--- config.mk ---
export PLATFORM = sky130hd
export DESIGN_NAME = encoder_8_to_3_seq
export DESIGN_NICKNAME = d
export VERILOG_FILES = /design/src/rtl/encoder_8_to_3_seq.sv
export SDC_FILE = /design/constraint.sdc
export NUM_CORES = 1
export LEC_CHECK = 0
export CAP_MARGIN = 10
export CORE_UTILIZATION = 35
export DETAILED_ROUTE_END_ITERATION = 16
export GPL_TIMING_DRIVEN = 1
export HOLD_SLACK_MARGIN = 0.1
export SLEW_MARGIN = 40
export SYNTH_ARGS = -nofsm -noshare
export SYNTH_HDL_FRONTEND = slang
export SYNTH_SLANG_ARGS = --single-unit
--- constraint.sdc ---
create_clock -name clk -period 6.4 [get_ports clk]
set_input_delay 0.96 -clock clk [delete_from_list [all_inputs] [get_ports clk]]
set_output_delay 0.96 -clock clk [all_outputs]
set_load 0.005 [all_outputs]
--- src/rtl/encoder_8_to_3_seq.sv ---
// encoder_8_to_3_seq: captures an 8-bit request vector and emits the index of each set bit, highest first.
// Define ENC_ACTIVE_LOW_IN_EN to treat in_req as active-low.
module encoder_8_to_3_seq (
    input  logic       clk,
    input  logic       rst,
    input  logic       in_valid,
    output logic       in_ready,
    input  logic [7:0] in_req,
    output logic       out_valid,
    input  logic       out_ready,
    output logic [2:0] out_code,
    output logic       out_last,
    output logic [3:0] out_total,
    output logic [7:0] pend,
    output logic       zero_drop
);
    typedef enum logic {IDLE, EMIT} state_t;
    state_t state, state_nxt;
    logic [7:0] vec, pend_nxt;
    logic [3:0] pop, total_nxt;
    logic take, beat;
`ifdef ENC_ACTIVE_LOW_IN_EN
    assign vec = ~in_req;
`else
    assign vec = in_req;
`endif
    assign in_ready  = (state == IDLE) && !rst;
    assign out_valid = (state == EMIT);
    assign take      = in_valid && in_ready;
    assign beat      = out_valid && out_ready;
    assign out_last  = (pend != 8'd0) && ((pend & (pend - 8'd1)) == 8'd0);
    // Later (higher) set bits overwrite earlier ones, giving bit 7 priority.
    always_comb begin
        out_code = 3'd0;
        pop = 4'd0;
        for (int i = 0; i < 8; i++) begin
            if (pend[i]) out_code = 3'(i);
            pop = pop + 4'(vec[i]);
        end
    end
    always_comb begin
        state_nxt = state;
        pend_nxt = pend;
        total_nxt = out_total;
        if (state == IDLE) begin
            if (take && vec != 8'd0) begin
                pend_nxt = vec;
                total_nxt = pop;
                state_nxt = EMIT;
            end
        end else if (beat) begin
            pend_nxt = pend & ~(8'd1 << out_code);
            total_nxt = out_last ? 4'd0 : out_total;
            state_nxt = out_last ? IDLE : EMIT;
        end
    end
    always_ff @(posedge clk) begin
        if (rst) begin
            state <= IDLE;
            pend <= 8'd0;
            out_total <= 4'd0;
            zero_drop <= 1'b0;
        end else begin
            state <= state_nxt;
            pend <= pend_nxt;
            out_total <= total_nxt;
            zero_drop <= take && vec == 8'd0;
        end
    end
endmodule

==> report_table.html <==
<table>
<tr><th>Metric</th><th>Value</th></tr>
<tr><th colspan="2">Final layout</th></tr>
<tr><td>Count of filler cells inserted in the layout</td><td>262</td></tr>
<tr><td>Seq. cell area</td><td>280 sq um</td></tr>
<tr><td>Layout cells sized above 1</td><td>a little under an eighth</td></tr>
<tr><td>Non-filler cells in the finished layout</td><td>about 180</td></tr>
<tr><td>Final Net Count</td><td>between 150 and 200</td></tr>
<tr><td>Total area of multi-input combinational cells</td><td>about 630 sq um</td></tr>
<tr><td>Inserted Diodes</td><td>0</td></tr>
<tr><td>Area Overhead vs Synth</td><td>33.6%</td></tr>
<tr><th colspan="2">Global routing</th></tr>
<tr><td>Via count of the first global-routing pass</td><td>around 1,000</td></tr>
<tr><td>Global routing usage summed across all routing layers</td><td>18.2%</td></tr>
<tr><td>Wire length of the first global-routing pass</td><td>4460 microns</td></tr>
<tr><td>Remaining global-route overflow</td><td>0</td></tr>
<tr><td>Largest net degree at the start of global routing</td><td>15</td></tr>
<tr><td>Number of antenna violations at the first check in global routing</td><td>0</td></tr>
<tr><th colspan="2">Die</th></tr>
<tr><td>Number of cell rows</td><td>18</td></tr>
<tr><td>Count of boundary I/O pins</td><td>31</td></tr>
<tr><td>Die width</td><td>approximately 55 microns</td></tr>
<tr><td>Initial core utilization</td><td>between 30% and 40%</td></tr>
<tr><td>Core area</td><td>approximately 2600 sq um</td></tr>
<tr><td>Area of the die</td><td>between 3000 and 4000 sq um</td></tr>
<tr><td>Die height</td><td>between 50 and 60 microns</td></tr>
<tr><th colspan="2">Detailed routing</th></tr>
<tr><td>Per-cell routed wire length</td><td>approximately 14 microns</td></tr>
<tr><td>Detail-routed via count per cell</td><td>5.41</td></tr>
<tr><td>Iter 0 DRT Violations</td><td>20</td></tr>
<tr><td>DR vias</td><td>about 950</td></tr>
<tr><td>DRC errors left</td><td>0</td></tr>
<tr><td>Drt first pass iters</td><td>4</td></tr>
<tr><td>Detailed-route wire length</td><td>2520 microns</td></tr>
<tr><td>Final antenna-violating net count</td><td>0</td></tr>
<tr><th colspan="2">Clock tree</th></tr>
<tr><td>Number of setup buffers added after CTS</td><td>0</td></tr>
<tr><td>TritonCTS clock tree</td><td>done</td></tr>
<tr><td>Clk pin slew, worst setup/hold paths</td><td>about 0.08 ns</td></tr>
<tr><td>Cts hold-fix bufs</td><td>0</td></tr>
<tr><td>Later-pin clock latency in the skew report</td><td>0.28 ns</td></tr>
<tr><td>Max clock buf depth</td><td>2</td></tr>
<tr><td>H-tree levels</td><td>1</td></tr>
<tr><td>Number of buffers created by CTS</td><td>3</td></tr>
<tr><td>Root buffer selected by CTS</td><td>sky130_fd_sc_hd__clkbuf_4</td></tr>
<tr><td>Sink Count</td><td>14</td></tr>
<tr><td>Number of instances resized during post-cts repair</td><td>0</td></tr>
<tr><th colspan="2">Critical path</th></tr>
<tr><td>WP data arrival</td><td>4.14 ns</td></tr>
<tr><td>Worst Path Required</td><td>approximately 6.6 ns</td></tr>
<tr><td>Category of the most critical setup path</td><td>in2reg</td></tr>
<tr><td>Critical path launch point type</td><td>input port</td></tr>
<tr><td>Type of element capturing the critical path</td><td>flip-flop</td></tr>
<tr><td>Maximum net fanout on the critical path</td><td>3</td></tr>
<tr><th colspan="2">Placed design</th></tr>
<tr><td>Number of placed cells counting well taps</td><td>173</td></tr>
<tr><td>Half-perimeter wire length after detailed placement</td><td>a little over 2000 microns</td></tr>
<tr><td>IO buf count</td><td>30</td></tr>
<tr><td>RePlAce Congestion</td><td>about 0.85</td></tr>
<tr><th colspan="2">Power and ir drop</th></tr>
<tr><td>Proportion of power drawn by flip-flops and latches</td><td>between 30 and 40%</td></tr>
<tr><td>Leak Pwr</td><td>0.543 nW</td></tr>
<tr><td>Power density cells</td><td>208 nW/um^2</td></tr>
<tr><td>Total power after layout</td><td>between 0.0002 and 0.0003 W</td></tr>
<tr><td>Int Power</td><td>roughly 0.00018 W</td></tr>
<tr><td>P_sw</td><td>approximately 0.000094 W</td></tr>
<tr><td>Comb power frac</td><td>about 42%</td></tr>
<tr><td>Switch share</td><td>between 30 and 40%</td></tr>
<tr><td>Portion of total power attributed to the clock network</td><td>a little under a fifth</td></tr>
<tr><td>Worst-case vdd ir drop</td><td>about 0.12 mV</td></tr>
<tr><th colspan="2">Min path</th></tr>
<tr><td>Path class of the lowest-slack min-delay path</td><td>reg2reg</td></tr>
<tr><th colspan="2">Timing</th></tr>
<tr><td>Setup repair after global routing missed its margin</td><td>no</td></tr>
<tr><td>Number of hold violations in the final report</td><td>0</td></tr>
<tr><td>Time the final worst path needs with I/O delays and setup</td><td>3.96 ns</td></tr>
<tr><td>Setup_tns</td><td>0 ns</td></tr>
<tr><td>Layout Skew</td><td>~0.0011 ns</td></tr>
<tr><td>Worst Hold Margin</td><td>~0.49 ns</td></tr>
<tr><td>Transition at the pin with the smallest max-transition slack</td><td>just over 0.6 ns</td></tr>
<tr><td>Max Fclk</td><td>about 250 MHz</td></tr>
<tr><td>Total setup violations reported at the end of the flow</td><td>0</td></tr>
<tr><td>Number of pins exceeding their max-slew limit in the final report</td><td>0</td></tr>
<tr><td>Worst slew margin relative to its limit</td><td>between 50% and 60%</td></tr>
<tr><td>Share of the cycle needed by the critical path after routing</td><td>about three fifths</td></tr>
<tr><th colspan="2">Yosys</th></tr>
<tr><td>Area share of the leading cell type in the synthesized netlist</td><td>between 20% and 30%</td></tr>
<tr><td>Flip-flop cell with the highest count after synthesis</td><td>sky130_fd_sc_hd__dfxtp_1</td></tr>
<tr><td>Dominant cell type by area after synthesis</td><td>sky130_fd_sc_hd__dfxtp_1</td></tr>
<tr><td>Number of nets produced by synthesis</td><td>around 140</td></tr>
<tr><td>Mapped Avg Cell Area</td><td>8.58 sq um</td></tr>
<tr><td>Sequential element share of the synthesized area</td><td>approximately 28%</td></tr>
<tr><td>Synthesized netlist cell count</td><td>116</td></tr>
<tr><td>Number of synthesized flops with an enable pin</td><td>0</td></tr>
<tr><td>Synth warn</td><td>0</td></tr>
<tr><td>Top area cells in the synthesized netlist</td><td>sky130_fd_sc_hd__dfxtp_1 28%, sky130_fd_sc_hd__fa_1 8.1%, sky130_fd_sc_hd__inv_1 5.3%</td></tr>
<tr><td>Post-synth ARST share</td><td>0%</td></tr>
<tr><td>Count of state elements after synthesis</td><td>14</td></tr>
<tr><td>Most frequent cells after synthesis</td><td>14 x sky130_fd_sc_hd__dfxtp_1, 14 x sky130_fd_sc_hd__inv_1, 11 x sky130_fd_sc_hd__nand2_1</td></tr>
<tr><td>Post-synthesis instance area</td><td>995 sq um</td></tr>
<tr><td>Count of unique library cells instantiated by Yosys</td><td>between 40 and 50</td></tr>
<tr><th colspan="2">Run</th></tr>
<tr><td>Number of max-cap violations</td><td>0</td></tr>
<tr><th colspan="2">Status</th></tr>
<tr><td>Outcome</td><td>finished clean</td></tr>
</table>
## critical path, stage by stage
cell	delay, ns
sky130_fd_sc_hd__clkdlybuf4s50_1	0.48
sky130_fd_sc_hd__fa_1	0.56
sky130_fd_sc_hd__inv_1	0.05
sky130_fd_sc_hd__fa_1	0.49
sky130_fd_sc_hd__fa_1	0.42
sky130_fd_sc_hd__inv_1	0.07
sky130_fd_sc_hd__ha_1	0.15
sky130_fd_sc_hd__inv_1	0.05
sky130_fd_sc_hd__fa_1	0.38
sky130_fd_sc_hd__xnor2_1	0.13
sky130_fd_sc_hd__and3_2	0.20
sky130_fd_sc_hd__a41o_1	0.19
## routing by layer
layer | share of wire, % | global-route usage [%] | up-vias
met4 | 1.6 | 6.79 | 0
met5 | 0 | 0 | -
met3 | 4.1 | 5.39 | 4
li1 | - | - | 476
met2 | 48 | 31.0 | 23
met1 | 46 | 21.6 | 449
## power groups by stage
stage                clock, W  combinational (W)  sequential (W)
floorplan                   0          0.0000676        0.000107
global route        0.0000579           0.000130        0.000111
CTS                 0.0000519           0.000118        0.000109
finish              0.0000504           0.000117        0.000109
global placement            0           0.000114        0.000110
detailed placement          0           0.000117        0.000111
## per-stage QoR
| step | util [%] | cell area, sq um | setup WS (ns) |
|---|---|---|---|
| global placement | 50.4 | 1310 | 2.21 |
| CTS | 51.3 | 1330 | 2.44 |
| global route | 51.3 | 1330 | 2.30 |
| finish | 51.3 | 1330 | 2.44 |
| detailed placement | 50.4 | 1310 | 2.14 |
| floorplan | - | 995 | 2.77 |
## layout by cell type, fill, tap and decap left out, drive strengths merged
master,netlist,layout
clkdlybuf4s50,0,30
inv,16,16
dfxtp,14,14
nand2,11,11
nor2,9,9
a21oi,7,7
o21ai,7,7
nor3,4,4
fa,4,4
ha,4,4
nor3b,4,4
a32o,4,4
nand2b,3,3
clkbuf,1,3
nor2b,2,2
a31o,2,2
nand3,2,2
o31ai,2,2
a21boi,2,2
and3,2,2
o311ai,1,1
nor4,1,1
o211ai,1,1
a31oi,1,1
a211oi,1,1
and2,1,1
nor4b,1,1
o21a,1,1
nand4,1,1
xnor2,1,1
a41o,1,1
a41oi,1,1
a21o,1,1
o32ai,1,1
## worst paths after layout
kind	startpoint	end	slack (ns)	cells past startpoint
worst min register to register	out_total[1]$_SDFFE_PP0P_	out_total[1]$_SDFFE_PP0P_	0.49	1
worst max register to register	out_valid$_SDFF_PP0_	pend[4]$_SDFFE_PP0P_	4.41	5
worst max-delay path	in_req[0]	out_total[2]$_SDFFE_PP0P_	2.44	12
worst min-delay path	out_total[1]$_SDFFE_PP0P_	out_total[1]$_SDFFE_PP0P_	0.49	1
## sequential cells by signal, summed over array words and instances, names as in the netlist
register and count:
out_total 4, out_valid 1, pend 8, zero_drop 1
## final cells by class
type,instances,share of cell area [%]
timing repair buffer,30,22.6
tap,30,2.82
sequential,14,21.1
clock buffer,3,1.69
inverter,16,4.52
multi-input combinational,83,47.3
## cells by family (layout without fill, tap and decap cells)
group                      after synthesis  in the layout  synth area share, %
and+or+nand+nor                         41             41                 23.9
DFF                                     14             14                 28.2
buffers and inverters                   19             49                 8.68
AOI/OAI and AO/OA                       33             33                 25.3
xor gates and xnor gates                 1              1                0.881
adders and majority gates                8              8                 13.1
Note: power is estimated with default switching activity, not from simulation.
